<file path="src/rtl/judge_3.sv">
// judge_3: registered three-input majority voter.
// Samples votes a/b/c on enabled clock edges and registers the verdict,
// the vote tally, a unanimity flag, a one-hot dissenter marker and a
// saturating count of passing decisions. Every output is a flop output,
// so nothing passes combinationally from the inputs to the outputs.
module judge_3 #(
  parameter int CNT_W = 8
) (
  input  logic             clk,
  input  logic             rst_n,
  input  logic             en,
  input  logic             a,
  input  logic             b,
  input  logic             c,
  output logic             out,
  output logic [1:0]       votes,
  output logic             unanimous,
  output logic [2:0]       dissent,
  output logic [CNT_W-1:0] pass_cnt
);

  localparam int NUM_VOTERS = 3;

  // Voters packed as {A, B, C} so that bit 2 = A, bit 1 = B, bit 0 = C.
  logic [NUM_VOTERS-1:0] vote_w;
  assign vote_w = {a, b, c};

  logic             out_q,       out_d;
  logic [1:0]       votes_q,     votes_d;
  logic             unanimous_q, unanimous_d;
  logic [2:0]       dissent_q,   dissent_d;
  logic [CNT_W-1:0] pass_cnt_q,  pass_cnt_d;

  // Verdict computed from the live votes; only used when the edge is enabled.
  logic                  maj_w;
  logic [1:0]            tally_w;
  logic                  unan_w;
  logic [NUM_VOTERS-1:0] dis_w;
  logic                  cnt_sat_w;

  assign maj_w     = (a & b) | (a & c) | (b & c);
  assign tally_w   = {1'b0, a} + {1'b0, b} + {1'b0, c};
  assign unan_w    = (a == b) & (b == c);
  // The counter freezes at all-ones instead of wrapping back to zero.
  assign cnt_sat_w = &pass_cnt_q;

  // A voter dissents when its vote differs from the majority; with three
  // voters at most one can disagree, so this is one-hot or all-zero.
  for (genvar gi = 0; gi < NUM_VOTERS; gi++) begin : g_dissent
    assign dis_w[gi] = vote_w[gi] ^ maj_w;
  end

  // Next-state selection: hold everything unless the sample is enabled.
  always_comb begin
    out_d       = out_q;
    votes_d     = votes_q;
    unanimous_d = unanimous_q;
    dissent_d   = dissent_q;
    pass_cnt_d  = pass_cnt_q;
    if (en) begin
      out_d       = maj_w;
      votes_d     = tally_w;
      unanimous_d = unan_w;
      dissent_d   = dis_w;
      if (maj_w && !cnt_sat_w) begin
        pass_cnt_d = pass_cnt_q + 1'b1;
      end
    end
  end

  // Output registers with synchronous active-low clear; reset beats enable.
  always_ff @(posedge clk) begin
    if (!rst_n) begin
      out_q       <= 1'b0;
      votes_q     <= 2'd0;
      unanimous_q <= 1'b0;
      dissent_q   <= 3'b000;
      pass_cnt_q  <= '0;
    end else begin
      out_q       <= out_d;
      votes_q     <= votes_d;
      unanimous_q <= unanimous_d;
      dissent_q   <= dissent_d;
      pass_cnt_q  <= pass_cnt_d;
    end
  end

  assign out       = out_q;
  assign votes     = votes_q;
  assign unanimous = unanimous_q;
  assign dissent   = dissent_q;
  assign pass_cnt  = pass_cnt_q;

endmodule

</file>
<file path="config.mk">
export PLATFORM = sky130hd
export DESIGN_NAME = judge_3
export DESIGN_NICKNAME = d
export VERILOG_FILES = /design/src/rtl/judge_3.sv
export SDC_FILE = /design/constraint.sdc
export NUM_CORES = 1
export LEC_CHECK = 0
export CAP_MARGIN = 5
export CORE_MARGIN = 2
export CORE_UTILIZATION = 24
export CTS_CLUSTER_SIZE = 40
export DETAILED_ROUTE_END_ITERATION = 10
export PLACE_DENSITY = 0.56
export SKIP_CTS_REPAIR_TIMING = 1
export SYNTH_ARGS = -nofsm -noshare
export SYNTH_HDL_FRONTEND = slang
export SYNTH_SLANG_ARGS = --single-unit
</file>
<file path="constraint.sdc">
create_clock -name clk -period 1.56 [get_ports clk]
set_input_delay 0.234 -clock clk [delete_from_list [all_inputs] [get_ports clk]]
set_output_delay 0.234 -clock clk [all_outputs]
set_load 0.005 [all_outputs]
</file>
# ---- Word-level counts from Yosys, hierarchy flattened
# Cells that the tools add are included.
dict set report word_totals {
  in_bits 6
  elab_cells 23
  output_inout_bits 15
  ff_bits 15
}
dict set report op_classes {
  n_reduce_logical 4
  n_addsub 3
  n_bitwise 9
  n_eq_ne 2
}
# op count
set op_table {}
lappend op_table {{adder 8 x 1 -> 8 bit (second input constant)} 1}
lappend op_table {{AND reduction 8 bit} 1}
lappend op_table {{AND 1 bit} 4}
lappend op_table {{bitwise XOR 1 bit} 3}
lappend op_table {{adder 1 x 1 -> 2 bit} 1}
lappend op_table {{adder 2 x 1 -> 2 bit} 1}
lappend op_table {{== test 1 bit} 2}
lappend op_table {{OR 1 bit} 2}
lappend op_table {{AND reduction 2 bit} 1}
lappend op_table {{logical AND 1 bit} 1}
lappend op_table {{zero test 1 bit} 1}

# ---- Longest topological paths before layout
dict set report logic_depth {
  word_depth 5
  depth_mapped 7
  depth_no_buf 6
}

# ---- Worst setup path after synthesis
# OpenSTA, ideal clock, no wires.
dict set report synth_path {
  path_type {input to register}
  startpoint {in a}
  endpoint {reg pass_cnt_q[6], in the netlist pass_cnt[6]}
  required_ps 1429
  t_arrival_ps 1511
  n_path_buf 1
  slack_ps -82
  stages 7
  setup_time_ps 131
  path_cell_list {inv_1 > fa_1 > buf_2 > and2b_1 > o21ai_4 > o311ai_1 > o41ai_1}
}
dict set report synth_between {
  elab_chain_cells 5
  elab_cells_between_ends 6
  classes_between {bitwise: 4; reduce/logical: 2}
}
# element line_no
set synth_lines {}
lappend synth_lines {{from (decl)} 12} ;# input logic a,
lappend synth_lines {{AND 1 bit} 41} ;# assign maj_w = (a & b) | (a & c) | (b & c);
lappend synth_lines {{OR 1 bit (*) (2 in a row)} 41}
lappend synth_lines {{logical AND 1 bit (*)} 65} ;# if (maj_w && !cnt_sat_w) begin
lappend synth_lines {{AND reduction 2 bit (no line) (*)} -}
lappend synth_lines {{to (signal assigned)} 84} ;# pass_cnt_q <= pass_cnt_d;
lappend synth_lines {{to (decl)} 32} ;# logic [CNT_W-1:0] pass_cnt_q, pass_cnt_d;
# Every way passes the cells marked *; elsewhere a longest branch is shown, timed or not.
# A chain may end at the register's enable or synchronous reset.

# ---- Final worst setup path
dict set report layout_path {
  startpoint {reg pass_cnt_q[0], in the netlist pass_cnt[0]}
  endpoint {out pass_cnt[0]}
}
# element line_no
set layout_lines {}
lappend layout_lines {{to (decl)} 19} ;# output logic [CNT_W-1:0] pass_cnt
# No word-level cell between the ends.

==> flow_metrics.env <==
export IMPL_grt_start_max_net_pins=10
export IMPL_syn_nets=83
export IMPL_drive_above_1_share=0.302
export IMPL_syn_avg_cell_area_um2=10.6
export IMPL_grt_pass1_wl_um=2730
export IMPL_firstDrtPassIters=4
export IMPL_nNetsFinal=117
export IMPL_gp_congestion=0.729
export IMPL_place_ws_ns=-0.561
export IMPL_port_buffers=20
export IMPL_worst_setup_path_type="reg -> out"
export IMPL_synth_seq_cells=14
export IMPL_maxCapViolCount=0
export IMPL_cts_max_path_buffers=2
export IMPL_synth_edf_count=0
export IMPL_leakagePower_uw=0.000526
export IMPL_setup_violations=0
export IMPL_ir_worst_vdd_uv=418
export IMPL_start_kind="flip-flop"
export IMPL_whs_ns=0.495
export IMPL_cp_slowest_cell="clkdlybuf4s50_1"
export IMPL_insertion_delay_ns=0.28
export IMPL_wl_per_cell_um=11.5
export IMPL_cp_top_family="buffers and inverters"
export IMPL_grt_pass1_vias=598
export IMPL_power_density_nw_per_um2=691
export IMPL_worstPathArrival_ns=1.23
export IMPL_finalWorstSetupSlack_ns=0.0915
export IMPL_r2r_cells=6
export IMPL_total_power_uw=816
export IMPL_detail_route_antenna_nets=0
export IMPL_critPathMaxFanout=3
export IMPL_num_fill_cells=325
export IMPL_max_slew_margin=0.801
export IMPL_r2r_slack_ns=0.11
export IMPL_yosysUniqueCellTypes=32
export IMPL_critical_path_cell_chain="buf_4 -> clkdlybuf4s50_1"
export IMPL_fp_dieH_um=60.9
export IMPL_path_depth=2
export IMPL_drc=0
export IMPL_ys_seq_area_frac=0.361
export IMPL_vias_per_cell=4.27
export IMPL_skew_ns=0.00351
export IMPL_antenna_found_initial=0
export IMPL_endpoint_kind="output port"
export IMPL_die_w_um=60.9
export IMPL_rsz0062_at_grt="no"
export IMPL_hold_path_depth=5
export IMPL_cpPeakStageDelay_ns=0.49
export IMPL_area_growth_pct=51.9
export IMPL_final_hold_viol_count=0
export IMPL_dieArea_um2=3710
export IMPL_postSynth_asyncResetShare=0
export IMPL_hold_class="in -> reg"
export IMPL_cts_root_buf="clkbuf_4"
export IMPL_ios=21
export IMPL_cts_inserted_buffers=3
export IMPL_clkSinkCount=14
export IMPL_vias=640
export IMPL_required_ns=1.33
export IMPL_setup_tns_ns=0
export IMPL_initial_core_util=0.252
export IMPL_fmax_ghz=0.681
export IMPL_period_needed_ns=1.47
export IMPL_slew_violations=0
export IMPL_diodes=0
export IMPL_drtIter0Drc=11
export IMPL_fp_row_count=20
export IMPL_cts_tree="done"
export IMPL_place_hpwl_um=1300
export IMPL_wl_um=1720
export IMPL_yosysWarnings=0
export IMPL_postSynthCellCount=73
export IMPL_h_tree_depth=1
export IMPL_syn_area_um2=777
export IMPL_finalCritPeriodShare=0.941
export IMPL_run_status="complete, no violations"
export IMPL_cts_clk_slew_worst_paths_ns=0.09
export IMPL_worstMarginPinSlew_ns=0.298
export IMPL_grt_remaining_overflow=0
export IMPL_core_um2=3080
export IMPL_crit_buf_inv=2
export IMPL_global_route_usage_total=0.102
export IMPL_synth_ff_type="dfxtp_1"
## layer usage
metal,part of all wire,global-route usage
met5,0,0
met4,0.011,0.0466
met3,0.042,0.0213
met2,0.50,0.166
met1,0.44,0.128
## report_power, final
| part | total, µW | leakage (µW) | internal [µW] | switching [µW] |
|---|---|---|---|---|
| combinational | 161 | 0.000389 | 98.7 | 62.6 |
| sequential | 384 | 0.000116 | 374 | 10.2 |
| clock | 271 | 0.0000210 | 142 | 129 |
## logic make-up after synthesis
| family | count (synthesis) | share of synthesized area |
|---|---|---|
| compound gates | 11 | 0.150 |
| xor+xnor | 7 | 0.0789 |
| fa+ha+maj | 4 | 0.0741 |
| buf+inv | 7 | 0.0451 |
| flops | 14 | 0.361 |
| mux | 5 | 0.0644 |
| simple gates | 25 | 0.227 |
## metrics by stage
stage	utilization	cell area (µm²)	instances
global route	0.383	1180	150
finish	0.383	1180	150
global placement	0.358	1100	144
detailed placement	0.358	1100	144
floorplan	-	795	73
CTS	0.370	1140	148
## sequential cells by signal, indices dropped and copies added, names as in the netlist
name,cells
out,1
pass_cnt,8
unanimous,1
votes,1
dissent,3
## cell type report
cell class	instances	area [µm²]	share of cell area
flip-flops and latches	14	284	0.241
clock buffers	4	36.3	0.0308
inverters	3	18.8	0.0159
well taps	44	55.1	0.0467
multi-input cells	52	480	0.407
repair buffers	33	305	0.259
## worst reg2reg max path, delay by kind of cell (launching register included)
kind	cells	cell delay, ns
xor gates and xnor gates	1	0.08
buffers and inverters	1	0.19
adders and majority gates	1	0.21
and+or+nand+nor	2	0.30
AOI/OAI and AO/OA	1	0.19
DFF	1	0.38
## cells in the mapped netlist, types with 2 or more instances
| master | count | area (µm²) |
|---|---|---|
| dfxtp_1 | 14 | 280 |
| mux2i_1 | 5 | 50.1 |
| nor2b_1 | 5 | 31.3 |
| xnor2_1 | 5 | 43.8 |
| and2_1 | 4 | 25.0 |
| nand2_1 | 4 | 15.0 |
| ha_1 | 3 | 37.5 |
| inv_1 | 3 | 11.3 |
| buf_4 | 2 | 15.0 |
| nand2b_1 | 2 | 12.5 |
| nand3_1 | 2 | 10.0 |
| o211a_1 | 2 | 20.0 |
| o211ai_1 | 2 | 15.0 |
| xor2_1 | 2 | 17.5 |
## cell usage in the layout, fill, tap and decap left out, types with 2 or more instances in the layout
cell type,netlist,final
nor2b_1,5,5
clkbuf_4,0,3
nand3_1,2,2
dlymetal6s2s_1,0,3
ha_1,3,3
xnor2_1,5,5
nand2_1,4,4
and2_1,4,4
inv_2,0,2
mux2i_1,5,5
clkdlybuf4s50_1,0,17
o211a_1,2,2
xor2_1,2,2
buf_4,2,13
dfxtp_2,0,3
nand2b_1,2,2
o211ai_1,2,2
dfxtp_1,14,11
## path summary, 6_finish.rpt
kind,startpoint,endpoint
min reg2reg,out$_SDFFE_PN0P_,out$_SDFFE_PN0P_
max,pass_cnt[0]$_SDFFE_PN0P_,pass_cnt[0]
min,a,dissent[2]$_SDFFE_PN0P_
max reg2reg,pass_cnt[1]$_SDFFE_PN0P_,pass_cnt[2]$_SDFFE_PN0P_
(Power assumes the default switching activity.)
